`config.mk`:
```
export PLATFORM = sky130hd
export DESIGN_NAME = ram_cmd_sequencer_flat
export DESIGN_NICKNAME = d
export VERILOG_FILES = /design/src/rtl/ram_cmd_sequencer_if.sv /design/src/rtl/ram_cmd_sequencer.sv /design/src/flat_wrapper.sv
export SDC_FILE = /design/constraint.sdc
export NUM_CORES = 1
export LEC_CHECK = 0
export ABC_AREA = 1
export CORE_MARGIN = 10
export CORE_UTILIZATION = 52
export DETAILED_ROUTE_END_ITERATION = 6
export PLACE_DENSITY = 0.85
export SYNTH_ARGS = -nofsm -noshare
export SYNTH_HDL_FRONTEND = slang
export SYNTH_SLANG_ARGS = --single-unit
```
`constraint.sdc`:
```
create_clock -name clk -period 2.6 [get_ports clk]
set_input_delay 0.52 -clock clk [delete_from_list [all_inputs] [get_ports clk]]
set_output_delay 0.52 -clock clk [all_outputs]
set_load 0.1 [all_outputs]
```
`src/rtl/ram_cmd_sequencer_if.sv`:
```
// Command, RAM and response signals of the RAM command sequencer.
// The slave modport is the sequencer; the master modport is whoever drives it.
interface ram_cmd_sequencer_if #(
  parameter int unsigned ADDR_WIDTH = 4,
  parameter int unsigned DATA_WIDTH = 8,
  parameter int unsigned LEN_WIDTH  = 4
);
  logic                  cmd_valid;
  logic                  cmd_ready;
  logic [1:0]            cmd_op;
  logic [ADDR_WIDTH-1:0] cmd_addr;
  logic [DATA_WIDTH-1:0] cmd_data;
  logic [LEN_WIDTH-1:0]  cmd_len;

  logic                  wr_enbl;
  logic                  rd_enbl;
  logic [ADDR_WIDTH-1:0] wr_addr;
  logic [ADDR_WIDTH-1:0] rd_addr;
  logic [DATA_WIDTH-1:0] wr_data;
  logic [DATA_WIDTH-1:0] rd_data;

  logic                  rsp_valid;
  logic                  rsp_ready;
  logic [DATA_WIDTH-1:0] rsp_data;
  logic [ADDR_WIDTH-1:0] rsp_addr;
  logic                  rsp_err;
  logic                  cmd_done;
  logic                  done_err;

  modport slave (
    input  cmd_valid, cmd_op, cmd_addr, cmd_data, cmd_len, rd_data, rsp_ready,
    output cmd_ready, wr_enbl, rd_enbl, wr_addr, rd_addr, wr_data,
    output rsp_valid, rsp_data, rsp_addr, rsp_err, cmd_done, done_err
  );

  modport master (
    output cmd_valid, cmd_op, cmd_addr, cmd_data, cmd_len, rd_data, rsp_ready,
    input  cmd_ready, wr_enbl, rd_enbl, wr_addr, rd_addr, wr_data,
    input  rsp_valid, rsp_data, rsp_addr, rsp_err, cmd_done, done_err
  );
endinterface

```
`src/rtl/ram_cmd_sequencer.sv`:
```
// Turns WRITE / READ / WRITE_READ burst commands into dual-port RAM strobes and
// returns read data, with per-beat readback checking, on a response channel.
module ram_cmd_sequencer #(
  parameter int unsigned ADDR_WIDTH = 4,
  parameter int unsigned DATA_WIDTH = 8,
  parameter int unsigned LEN_WIDTH  = 4
) (
  input logic                clk,
  input logic                rst_n,
  ram_cmd_sequencer_if.slave bus
);

  typedef enum logic [2:0] {StIdle, StWrite, StRead, StCapture, StResp, StDone} state_e;

  localparam logic [1:0] OpWrite   = 2'd0;
  localparam logic [1:0] OpRead    = 2'd1;
  localparam logic [1:0] OpWrRd    = 2'd2;
  localparam logic [1:0] OpIllegal = 2'd3;

  state_e                state_q, state_d;
  logic [1:0]            op_q, op_d;
  logic [ADDR_WIDTH-1:0] addr_q, addr_d;
  logic [DATA_WIDTH-1:0] seed_q, seed_d;
  logic [LEN_WIDTH-1:0]  len_q, len_d;
  logic [LEN_WIDTH-1:0]  beat_q, beat_d;
  logic                  err_acc_q, err_acc_d;

  logic                  wr_enbl_q, wr_enbl_d;
  logic                  rd_enbl_q, rd_enbl_d;
  logic [ADDR_WIDTH-1:0] wr_addr_q, wr_addr_d;
  logic [ADDR_WIDTH-1:0] rd_addr_q, rd_addr_d;
  logic [DATA_WIDTH-1:0] wr_data_q, wr_data_d;
  logic                  rsp_valid_q, rsp_valid_d;
  logic [DATA_WIDTH-1:0] rsp_data_q, rsp_data_d;
  logic [ADDR_WIDTH-1:0] rsp_addr_q, rsp_addr_d;
  logic                  rsp_err_q, rsp_err_d;
  logic                  cmd_done_q, cmd_done_d;
  logic                  done_err_q, done_err_d;

  logic                  last_beat;
  logic [LEN_WIDTH-1:0]  nxt_beat;
  logic [ADDR_WIDTH-1:0] nxt_addr;
  logic [DATA_WIDTH-1:0] cur_data;
  logic [DATA_WIDTH-1:0] nxt_data;
  logic                  mismatch;

  assign last_beat = (beat_q == len_q);
  assign nxt_beat  = beat_q + LEN_WIDTH'(1);
  assign nxt_addr  = addr_q + ADDR_WIDTH'(1);
  assign cur_data  = seed_q + DATA_WIDTH'(beat_q);
  assign nxt_data  = seed_q + DATA_WIDTH'(nxt_beat);
  assign mismatch  = (op_q == OpWrRd) && (bus.rd_data != cur_data);

  // Strobe and response registers are loaded with the values that belong to
  // the state being entered, so every output is a flop and none sees an input.
  always_comb begin
    state_d     = state_q;
    op_d        = op_q;
    addr_d      = addr_q;
    seed_d      = seed_q;
    len_d       = len_q;
    beat_d      = beat_q;
    err_acc_d   = err_acc_q;
    wr_enbl_d   = 1'b0;
    rd_enbl_d   = 1'b0;
    wr_addr_d   = wr_addr_q;
    rd_addr_d   = rd_addr_q;
    wr_data_d   = wr_data_q;
    rsp_valid_d = 1'b0;
    rsp_data_d  = rsp_data_q;
    rsp_addr_d  = rsp_addr_q;
    rsp_err_d   = rsp_err_q;
    cmd_done_d  = 1'b0;
    done_err_d  = 1'b0;

    unique case (state_q)
      StIdle: begin
        if (bus.cmd_valid) begin
          op_d      = bus.cmd_op;
          addr_d    = bus.cmd_addr;
          seed_d    = bus.cmd_data;
          len_d     = bus.cmd_len;
          beat_d    = '0;
          err_acc_d = 1'b0;
          unique case (bus.cmd_op)
            OpWrite, OpWrRd: begin
              state_d   = StWrite;
              wr_enbl_d = 1'b1;
              wr_addr_d = bus.cmd_addr;
              wr_data_d = bus.cmd_data;
            end
            OpRead: begin
              state_d   = StRead;
              rd_enbl_d = 1'b1;
              rd_addr_d = bus.cmd_addr;
            end
            OpIllegal: begin
              state_d    = StDone;
              cmd_done_d = 1'b1;
              done_err_d = 1'b1;
            end
            default: ;
          endcase
        end
      end
      StWrite: begin
        if (op_q == OpWrRd) begin
          state_d   = StRead;
          rd_enbl_d = 1'b1;
          rd_addr_d = addr_q;
        end else if (!last_beat) begin
          beat_d    = nxt_beat;
          addr_d    = nxt_addr;
          wr_enbl_d = 1'b1;
          wr_addr_d = nxt_addr;
          wr_data_d = nxt_data;
        end else begin
          state_d    = StDone;
          cmd_done_d = 1'b1;
          done_err_d = err_acc_q;
        end
      end
      StRead: begin
        state_d = StCapture;
      end
      StCapture: begin
        state_d     = StResp;
        rsp_valid_d = 1'b1;
        rsp_data_d  = bus.rd_data;
        rsp_addr_d  = addr_q;
        rsp_err_d   = mismatch;
        err_acc_d   = err_acc_q | mismatch;
      end
      StResp: begin
        if (!bus.rsp_ready) begin
          rsp_valid_d = 1'b1;
        end else if (!last_beat) begin
          beat_d = nxt_beat;
          addr_d = nxt_addr;
          if (op_q == OpWrRd) begin
            state_d   = StWrite;
            wr_enbl_d = 1'b1;
            wr_addr_d = nxt_addr;
            wr_data_d = nxt_data;
          end else begin
            state_d   = StRead;
            rd_enbl_d = 1'b1;
            rd_addr_d = nxt_addr;
          end
        end else begin
          state_d    = StDone;
          cmd_done_d = 1'b1;
          done_err_d = err_acc_q;
        end
      end
      StDone: begin
        state_d = StIdle;
      end
      default: begin
        state_d = StIdle;
      end
    endcase
  end

  always_ff @(posedge clk or negedge rst_n) begin
    if (!rst_n) begin
      state_q     <= StIdle;
      op_q        <= '0;
      addr_q      <= '0;
      seed_q      <= '0;
      len_q       <= '0;
      beat_q      <= '0;
      err_acc_q   <= 1'b0;
      wr_enbl_q   <= 1'b0;
      rd_enbl_q   <= 1'b0;
      wr_addr_q   <= '0;
      rd_addr_q   <= '0;
      wr_data_q   <= '0;
      rsp_valid_q <= 1'b0;
      rsp_data_q  <= '0;
      rsp_addr_q  <= '0;
      rsp_err_q   <= 1'b0;
      cmd_done_q  <= 1'b0;
      done_err_q  <= 1'b0;
    end else begin
      state_q     <= state_d;
      op_q        <= op_d;
      addr_q      <= addr_d;
      seed_q      <= seed_d;
      len_q       <= len_d;
      beat_q      <= beat_d;
      err_acc_q   <= err_acc_d;
      wr_enbl_q   <= wr_enbl_d;
      rd_enbl_q   <= rd_enbl_d;
      wr_addr_q   <= wr_addr_d;
      rd_addr_q   <= rd_addr_d;
      wr_data_q   <= wr_data_d;
      rsp_valid_q <= rsp_valid_d;
      rsp_data_q  <= rsp_data_d;
      rsp_addr_q  <= rsp_addr_d;
      rsp_err_q   <= rsp_err_d;
      cmd_done_q  <= cmd_done_d;
      done_err_q  <= done_err_d;
    end
  end

  assign bus.cmd_ready = (state_q == StIdle);
  assign bus.wr_enbl   = wr_enbl_q;
  assign bus.rd_enbl   = rd_enbl_q;
  assign bus.wr_addr   = wr_addr_q;
  assign bus.rd_addr   = rd_addr_q;
  assign bus.wr_data   = wr_data_q;
  assign bus.rsp_valid = rsp_valid_q;
  assign bus.rsp_data  = rsp_data_q;
  assign bus.rsp_addr  = rsp_addr_q;
  assign bus.rsp_err   = rsp_err_q;
  assign bus.cmd_done  = cmd_done_q;
  assign bus.done_err  = done_err_q;

endmodule

```
`src/flat_wrapper.sv`:
```
// flat-port wrapper written by rule: the top's interface ports become plain ports
module ram_cmd_sequencer_flat 
#(
  parameter int unsigned ADDR_WIDTH = 4,
  parameter int unsigned DATA_WIDTH = 8,
  parameter int unsigned LEN_WIDTH  = 4
)
  (clk, rst_n, bus_cmd_valid, bus_cmd_op, bus_cmd_addr, bus_cmd_data, bus_cmd_len, bus_rd_data, bus_rsp_ready, bus_cmd_ready, bus_wr_enbl, bus_rd_enbl, bus_wr_addr, bus_rd_addr, bus_wr_data, bus_rsp_valid, bus_rsp_data, bus_rsp_addr, bus_rsp_err, bus_cmd_done, bus_done_err);
  ram_cmd_sequencer_if #(.ADDR_WIDTH(ADDR_WIDTH), .DATA_WIDTH(DATA_WIDTH), .LEN_WIDTH(LEN_WIDTH)) bus_i ();
  input logic clk;
  input logic rst_n;
  input wire logic [$bits(bus_i.cmd_valid)-1:0] bus_cmd_valid;
  input wire logic [$bits(bus_i.cmd_op)-1:0] bus_cmd_op;
  input wire logic [$bits(bus_i.cmd_addr)-1:0] bus_cmd_addr;
  input wire logic [$bits(bus_i.cmd_data)-1:0] bus_cmd_data;
  input wire logic [$bits(bus_i.cmd_len)-1:0] bus_cmd_len;
  input wire logic [$bits(bus_i.rd_data)-1:0] bus_rd_data;
  input wire logic [$bits(bus_i.rsp_ready)-1:0] bus_rsp_ready;
  output wire logic [$bits(bus_i.cmd_ready)-1:0] bus_cmd_ready;
  output wire logic [$bits(bus_i.wr_enbl)-1:0] bus_wr_enbl;
  output wire logic [$bits(bus_i.rd_enbl)-1:0] bus_rd_enbl;
  output wire logic [$bits(bus_i.wr_addr)-1:0] bus_wr_addr;
  output wire logic [$bits(bus_i.rd_addr)-1:0] bus_rd_addr;
  output wire logic [$bits(bus_i.wr_data)-1:0] bus_wr_data;
  output wire logic [$bits(bus_i.rsp_valid)-1:0] bus_rsp_valid;
  output wire logic [$bits(bus_i.rsp_data)-1:0] bus_rsp_data;
  output wire logic [$bits(bus_i.rsp_addr)-1:0] bus_rsp_addr;
  output wire logic [$bits(bus_i.rsp_err)-1:0] bus_rsp_err;
  output wire logic [$bits(bus_i.cmd_done)-1:0] bus_cmd_done;
  output wire logic [$bits(bus_i.done_err)-1:0] bus_done_err;
  assign bus_i.cmd_valid = bus_cmd_valid;
  assign bus_i.cmd_op = bus_cmd_op;
  assign bus_i.cmd_addr = bus_cmd_addr;
  assign bus_i.cmd_data = bus_cmd_data;
  assign bus_i.cmd_len = bus_cmd_len;
  assign bus_i.rd_data = bus_rd_data;
  assign bus_i.rsp_ready = bus_rsp_ready;
  assign bus_cmd_ready = bus_i.cmd_ready;
  assign bus_wr_enbl = bus_i.wr_enbl;
  assign bus_rd_enbl = bus_i.rd_enbl;
  assign bus_wr_addr = bus_i.wr_addr;
  assign bus_rd_addr = bus_i.rd_addr;
  assign bus_wr_data = bus_i.wr_data;
  assign bus_rsp_valid = bus_i.rsp_valid;
  assign bus_rsp_data = bus_i.rsp_data;
  assign bus_rsp_addr = bus_i.rsp_addr;
  assign bus_rsp_err = bus_i.rsp_err;
  assign bus_cmd_done = bus_i.cmd_done;
  assign bus_done_err = bus_i.done_err;
  ram_cmd_sequencer #(.ADDR_WIDTH(ADDR_WIDTH), .DATA_WIDTH(DATA_WIDTH), .LEN_WIDTH(LEN_WIDTH)) u_core (.clk(clk), .rst_n(rst_n), .bus(bus_i));
endmodule
```
==> results of run 1 <==
layer usage:
layer / up-vias / wire length [um] / global-route usage (%)
li1: 1454 / - / -
met1: 1458 / 3797 / 21.72
met2: 101 / 4190 / 27.84
met3: 19 / 413 / 3.297
met4: 0 / 227 / 9.022
met5: - / 0 / 0
cell families (layout without fill, tap and decap cells):
| logic type | count (synthesis) | count (layout) | share of synthesized area (%) |
|---|---|---|---|
| AND/OR/NAND/NOR | 202 | 202 | 27.15 |
| flip-flops | 60 | 60 | 44.69 |
| AO/OA/AOI/OAI | 57 | 57 | 10.17 |
| buffers and inverters | 52 | 128 | 6.667 |
| XOR/XNOR | 17 | 17 | 4.432 |
| adder cells (fa/ha/maj) | 12 | 12 | 4.916 |
| multiplexers | 6 | 6 | 1.974 |
layout make-up:
cell class	instances	area, um2
multi-input cells	294	1634
repair buffers	69	598.1
flip-flops and latches	60	1501
well taps	77	96.34
clock inverters	4	70.07
fillers	517	2087
clock buffers	12	165.2
inverters	43	161.4
worst max-delay path: cells and delay by family (launching register included):
family,cells,cell delay (ps)
flops,1,470
compound gates,3,490
simple gates,1,120
fa+ha+maj,2,570
xor+xnor,2,400
per-stage QoR:
stage               worst slack, ps  hold WS (ps)  std cells  utilization (%)
floorplan                     574.4         224.4        406                -
global placement              287.8         465.9        543            63.22
detailed placement            236.6         470.9        543            63.22
CTS                           448.3         248.4        559            66.94
global route                  265.3         288.7        559            66.94
finish                        418.2         229.3        559            66.94
path summary, 6_finish.rpt:
check	endpoint	slack, ps	depth (start not counted)
min in group clk	u_core.bus.rsp_addr[1]$_DFFE_PN0P_	490	2
max	u_core.bus.wr_data[3]$_DFFE_PN0P_	420	8
max in group asynchronous	u_core.state_q[0]$_DFFE_PN0P_	1750	2
min	u_core.len_q[1]$_DFFE_PN0P_	230	1
min reg2reg	u_core.bus.rsp_addr[1]$_DFFE_PN0P_	490	2
max reg2reg	u_core.bus.wr_data[3]$_DFFE_PN0P_	420	8
cells in the mapped netlist:
| master | n |
|---|---|
| nand3_1 | 38 |
| mux2i_1 | 1 |
| ha_1 | 10 |
| inv_1 | 39 |
| o221ai_1 | 2 |
| nand4_1 | 3 |
| o21ai_0 | 34 |
| nand2_1 | 119 |
| xnor2_1 | 4 |
| o211ai_1 | 5 |
| a22oi_1 | 1 |
| buf_6 | 1 |
| dfrtp_1 | 60 |
| buf_4 | 1 |
| o21a_1 | 1 |
| o22ai_1 | 1 |
| fa_1 | 2 |
| a21oi_2 | 5 |
| nor3_2 | 1 |
| mux2_2 | 5 |
| buf_2 | 1 |
| nor2_8 | 1 |
| nand2_4 | 1 |
| or2_0 | 1 |
| a21oi_1 | 7 |
| nand3b_1 | 2 |
| or2_2 | 1 |
| nor2_4 | 1 |
| inv_2 | 4 |
| nand2b_1 | 1 |
| xor2_1 | 13 |
| clkbuf_1 | 5 |
| nor2_1 | 19 |
| nand2_2 | 11 |
| nor3_1 | 2 |
| buf_12 | 1 |
| o21ai_4 | 1 |
| nand2_8 | 1 |
==> impl_metrics.tcl, run 1 <==
set metrics [dict create \
    worstSkewPairLatency_ps 350 \
    cts-root-buf "clkbuf_8" \
    fmax_ghz 0.4583 \
    worst_path_max_delay_cell "dfrtp_1" \
    path_clk_slew_ps 70 \
    regToRegStartpoint "u_core.beat_q[1]$_DFFE_PN0P_" \
    ant_nets 0 \
    setup_viol_count_final 0 \
    grt_max_degree 32 \
    drv_slew 0 \
    rsz0062_at_grt "false" \
    cts_resized 0 \
    ioPinCount 65 \
    coreArea_um2 6314 \
    first_iter_violations 177 \
    syn_area_per_cell_um2 8.275 \
    synth-seq-cells 60 \
    finish.instance_area_um2 4227 \
    run_status "finished clean" \
    clkSinkCount 60 \
    clock_skew_ps 9.310 \
    drive_above_1_share_pct 18.46 \
    yosysTopAreaCellShare_pct 44.69 \
    max_slew_margin_pct 51.19 \
    final-hold-violation-count 0 \
    portBuffers 64 \
    path_cells "ha_1, xor2_1, ha_1, a21oi_1, nand2_1, xor2_1, o21ai_0, a21oi_2" \
    via_per_inst 5.424 \
    die_w_um 100.4 \
    cp.arrival_ps 2410 \
    drt-pass1-iter-count 4 \
    routed_wl_um 8628 \
    max_stage_delay_ps 470 \
    ys_seq_area_share_pct 44.69 \
    maxCapViolCount 0 \
    cp_max_fo 6 \
    cts_setup_buffers 0 \
    hpwl_um 6468 \
    yosys_warnings 0 \
    synth.distinct_cells 38 \
    grt_pass1_wl_um 14290 \
    cts_buffers 9 \
    syn2layout_area_growth_pct 25.81 \
    place_congestion 0.8565 \
    syn_nets 448 \
    layout_commonest_cell "nand2_1" \
    gr-usage-all-layers_pct 17.37 \
    tns_ps 0 \
    post_dp_cell_area_um2 3991 \
    cts_tree "built" \
    placementRows 29 \
    hp-class "in -> async" \
    route.detailed.drc 0 \
    grt_pass1_vias 3060 \
    antenna_cells 0 \
    critPathKind "reg -> reg" \
    synthesis.area_um2 3359 \
    min_period_ps 2182 \
    layout_common_cells "nand2_1, dfrtp_1, inv_1, buf_4, nand3_1" \
    cts_buffer_depth 2 \
    wl_per_cell_um 15.43 \
    synth_area_leader_cell "dfrtp_1" \
    initial_core_util_pct 53.21 \
    cts.hold.buffers_added 0 \
    cp-end-kind "flop" \
    cts_max_level 3 \
    dieArea_um2 10080 \
    dieHeight_um 100.4 \
    vias 3032 \
    grt-ovfl-total 0 \
    finalCritPeriodShare_pct 83.92 \
    worst_pin_slew_ps 732.2 \
    antenna_found_initial 0 \
    required_ps 2830 \
    startpoint_type "flop" \
    yosys-top-cells-area "dfrtp_1, nand2_1, nand3_1, o21ai_0, inv_1" \
    final_nets 519 \
    postSynthCellCount 406 \
    startpoint "u_core.beat_q[1]$_DFFE_PN0P_" \
]
Power of run 1 is left out: the tool's default activity adds up to more than one toggle a clock period on the data nets, which glitch-free logic cannot reach.
==> run 2, diff against run 1 <==
- CORE_UTILIZATION: 52 -> 47
- PLACE_DENSITY: 0.85 -> 0.81
- clock period: 2.6 -> 1.9 ns (I/O delays scaled with it)
==> run 2 against run 1 <==
Compared with the run above: the run now ends with negative setup slack left; wire length grew 13%; non-clock buffer count grew 20; first-iteration DRC count up 55%; highest routed layer unchanged.
==> impl_metrics.tcl, run 2 (synthesized netlist as in run 1, its figures left out) <==
set metrics [dict create \
    run_status "finished, violations left" \
    violations "negative setup slack" \
    cts-root-buf "clkbuf_8" \
    routed_wl_um 9730 \
    max_slew_margin_pct 60.30 \
    final_nets 540 \
    drive_above_1_share_pct 26.04 \
    required_ps 2200 \
    layout_commonest_cell "nand2_1" \
    path_clk_slew_ps 70 \
    cp_max_fo 5 \
    clock_skew_ps 13.09 \
    cts_buffer_depth 2 \
    gr-usage-all-layers_pct 17.46 \
    syn2layout_area_growth_pct 46.37 \
    finalCritPeriodShare_pct 103.9 \
    grt-ovfl-total 0 \
    coreArea_um2 6869 \
    dieHeight_um 104.5 \
    antenna_cells 0 \
    via_per_inst 5.329 \
    route.detailed.drc 0 \
    min_period_ps 1974 \
    ant_nets 0 \
    setup_viol_count_final 5 \
    worst_pin_slew_ps 593.9 \
    grt_max_degree 61 \
    fillers 471 \
    ff2ff_setup_slack_ps -70 \
    cp-end-kind "flop" \
    tns_ps -251.4 \
    initial_core_util_pct 48.91 \
    vias 3192 \
    drv_slew 0 \
    grt_pass1_vias 3306 \
    clkSinkCount 60 \
    holdWs_ps 14.15 \
    first_iter_violations 275 \
    fmax_ghz 0.5065 \
    maxCapViolCount 0 \
    cts_buffers 9 \
    hpwl_um 6561 \
    final-hold-violation-count 0 \
    rsz0062_at_grt "true" \
    drt-pass1-iter-count 5 \
    wl_per_cell_um 16.24 \
    layout_common_cells "nand2_1, dfrtp_1, inv_1, nand3_1, o21ai_0" \
    placementRows 30 \
    place_congestion 0.8587 \
    die_w_um 104.5 \
    fin_ws_ps -74.19 \
    ioPinCount 65 \
    cts_tree "built" \
    critPathKind "reg -> reg" \
    startpoint_type "flop" \
    portBuffers 64 \
    cts_max_level 3 \
    fin_util_pct 71.58 \
    dieArea_um2 10930 \
    worstSkewPairLatency_ps 350 \
    antenna_found_initial 0 \
    grt_pass1_wl_um 15720 \
    cp.arrival_ps 2270 \
    hp-class "in -> async" \
]
==> run 2: critical path, stage by stage, from the launching register on <==
cell and delay, ps:
dfrtp_2 440, nand3_1 150, xnor2_2 200, ha_4 310
nand2_1 60, inv_2 110, nand4_1 190, nand3_4 140
nand3_2 80, nand3_1 80, nand3_1 70, nand2_1 70
==> run 2: timing repair <==
item	4_1_cts	5_1_grt
gates cloned	0	1
hold endpoints to repair	0	0
setup endpoints to repair	7	23
gates resized for setup	10	22
hold buffers	0	0
pin swaps	8	7
buffers inserted	1	6
==> run 2: worst paths after layout <==
| kind | start | end | cells after the start |
|---|---|---|---|
| setup / recovery | u_core.beat_q[0]$_DFFE_PN0P_ | u_core.bus.wr_data[7]$_DFFE_PN0P_ | 11 |
| hold / removal | rst_n | u_core.bus.wr_data[1]$_DFFE_PN0P_ | 2 |
| setup reg to reg | u_core.beat_q[0]$_DFFE_PN0P_ | u_core.bus.wr_data[7]$_DFFE_PN0P_ | 11 |
| hold reg to reg | u_core.len_q[0]$_DFFE_PN0P_ | u_core.len_q[0]$_DFFE_PN0P_ | 2 |
| max in group asynchronous | rst_n | u_core.bus.rsp_data[5]$_DFFE_PN0P_ | 2 |
| min in group clk | u_core.len_q[0]$_DFFE_PN0P_ | u_core.len_q[0]$_DFFE_PN0P_ | 2 |
==> run 2: cell type report <==
| cell class | count | area (um2) | share of cell area, % |
|---|---|---|---|
| clock buffer | 10 | 137.6 | 2.799 |
| clock inverter | 6 | 111.4 | 2.265 |
| inverter | 43 | 171.4 | 3.486 |
| multi-input combinational | 295 | 1759 | 35.78 |
| sequential | 60 | 1503 | 30.56 |
| tap | 96 | 120.1 | 2.443 |
| timing repair buffer | 89 | 1115 | 22.67 |
==> run 2: metal layers <==
metal | part of all wire [%] | up-vias | global-route usage [%]
met1 | 40 | 1526 | 21.17
met4 | 3.5 | 0 | 9.344
met3 | 6.9 | 31 | 5.037
li1 | - | 1499 | -
met2 | 49 | 136 | 27.44
met5 | 0 | - | 0
==> run 2: per-stage QoR <==
stage / area [um2] / cells / worst slack [ps]
floorplan: 3363 / 406 / 0.7104
global placement: 4467 / 575 / -49.13
detailed placement: 4467 / 575 / -154.0
CTS: 4762 / 592 / -80.61
global route: 4917 / 599 / -218.4
finish: 4917 / 599 / -74.19
Power of run 2 is left out for the same reason.
==> run 3, diff against run 2 <==
- CTS_BUF_LIST: default -> sky130_fd_sc_hd__clkbuf_16
==> run 3 against run 2 <==
Compared with the run above: the run still ends with negative setup slack left; first-iteration DRC count grew 27%; final cell count grew 0.33%; wire length grew 5.7%; global-route usage grew 0.21 points; setup slack gained 15 ps; maximum frequency grew 0.76%; via count grew 2.5%; hold slack gained 31 ps; count of clock-buffer cells in the layout shrank 1; design area grew 1.8%.
==> impl_metrics.tcl, run 3 (synthesized netlist as in run 1, its figures left out) <==
set metrics [dict create \
    setup_viol_count_final 5 \
    rsz0062_at_grt "true" \
    violations "negative setup slack" \
    grt_pass1_wl_um 16020 \
    first_iter_violations 348 \
    cts.hold.buffers_added 0 \
    tns_ps -170.9 \
    layout_commonest_cell "nand2_1" \
    fillers 457 \
    via_per_inst 5.443 \
    startpoint "u_core.beat_q[0]$_DFFE_PN0P_" \
    required_ps 2120 \
    initial_core_util_pct 48.91 \
    worstSkewPairLatency_ps 330 \
    routed_wl_um 10290 \
    path_delay_family "adder cells" \
    clock_skew_ps 9.609 \
    ff2ff_setup_slack_ps -60 \
    ioPinCount 65 \
    final-hold-violation-count 0 \
    finalCritPeriodShare_pct 103.1 \
    max_stage_delay_ps 440 \
    max_slew_margin_pct 59.34 \
    die_w_um 104.5 \
    grt_pass1_vias 3347 \
    cp-end-kind "flop" \
    r2r_cells 10 \
    maxCapViolCount 0 \
    hpwl_um 6561 \
    path_clk_slew_ps 60 \
    antenna_found_initial 0 \
    worst_pin_slew_ps 608.1 \
    route.detailed.drc 0 \
    coreArea_um2 6869 \
    final_nets 542 \
    wl_per_cell_um 17.12 \
    fmax_ghz 0.5104 \
    fin_util_pct 72.90 \
    regToRegStartpoint "u_core.beat_q[0]$_DFFE_PN0P_" \
    clkSinkCount 60 \
    worst_path_max_delay_cell "dfrtp_2" \
    seq_area_um2 1503 \
    drt-pass1-iter-count 5 \
    path_cells "ha_2, xor2_2, ha_4, a21oi_4, nand2b_4, nand3_4, nand2_1, nand3_1, o211ai_1, nand2_1" \
    gr-usage-all-layers_pct 17.67 \
    layout_common_cells "nand2_1, dfrtp_1, inv_1, nand3_1, buf_4" \
    grt-ovfl-total 0 \
    cts-root-buf "clkbuf_16" \
    run_status "finished, violations left" \
    cp.arrival_ps 2180 \
    vias 3271 \
    dieArea_um2 10930 \
    ant_nets 0 \
    holdWs_ps 45.08 \
    cts_buffers 9 \
    startpoint_type "flop" \
    cts_tree "built" \
    min_period_ps 1959 \
    cts_buffer_depth 2 \
    fin_ws_ps -59.21 \
    drv_slew 0 \
    cp_max_fo 5 \
    hp-class "in -> async" \
    drive_above_1_share_pct 25.94 \
    antenna_cells 0 \
    cp.buffers_inverters 0 \
    placementRows 30 \
    place_congestion 0.8587 \
    cts_max_level 3 \
    syn2layout_area_growth_pct 49.05 \
    dieHeight_um 104.5 \
    r2r-end "u_core.bus.wr_data[5]$_DFFE_PN0P_" \
    multi_input_area_um2 1747 \
    cpMostUsedCell "nand2_1" \
    portBuffers 64 \
    critPathKind "reg -> reg" \
    grt_max_degree 61 \
]
[run 3: what timing repair did]
item	4_1_cts	5_1_grt
gates resized for setup	11	18
pin swaps	8	6
gates cloned	0	1
endpoints found under the setup margin	11	23
setup buffers	1	8
[run 3: per-stage QoR]
step	cell area, um2	cells	worst slack [ps]
2_1_floorplan	3363	406	0.7104
3_3_place_gp	4467	575	-49.13
3_5_place_dp	4467	575	-154.0
4_1_cts	4856	592	-78.10
5_1_grt	5007	601	-208.2
6_report	5007	601	-59.21
[run 3: final cells by class]
cell class	count	share of cell area, %
flip-flops and latches	60	30.01
clock inverters	7	2.299
inverters	43	3.423
multi-input cells	295	34.88
clock buffers	9	4.498
repair buffers	91	22.49
well taps	96	2.399
[run 3: worst max-delay path by stage]
stage,end,slack [ps],depth (start not counted)
after floorplan,u_core.bus.wr_data[3]$_DFFE_PN0P_,0.7,8
after global placement,u_core.bus.wr_data[3]$_DFFE_PN0P_,-50,8
after detailed placement,u_core.bus.wr_data[5]$_DFFE_PN0P_,-150,10
after CTS,u_core.bus.wr_data[5]$_DFFE_PN0P_,-80,10
after global routing,u_core.err_acc_q$_DFFE_PN0P_,-210,12
final,u_core.bus.wr_data[5]$_DFFE_PN0P_,-60,10
[run 3: layer usage]
layer / share of wire (%) / vias to the layer above / GRT usage [%]
li1: - / 1506 / -
met1: 39 / 1557 / 20.96
met2: 50 / 175 / 29.05
met3: 7.6 / 33 / 4.791
met4: 3.4 / 0 / 8.350
met5: 0 / - / 0
Power of run 3 is left out for the same reason.
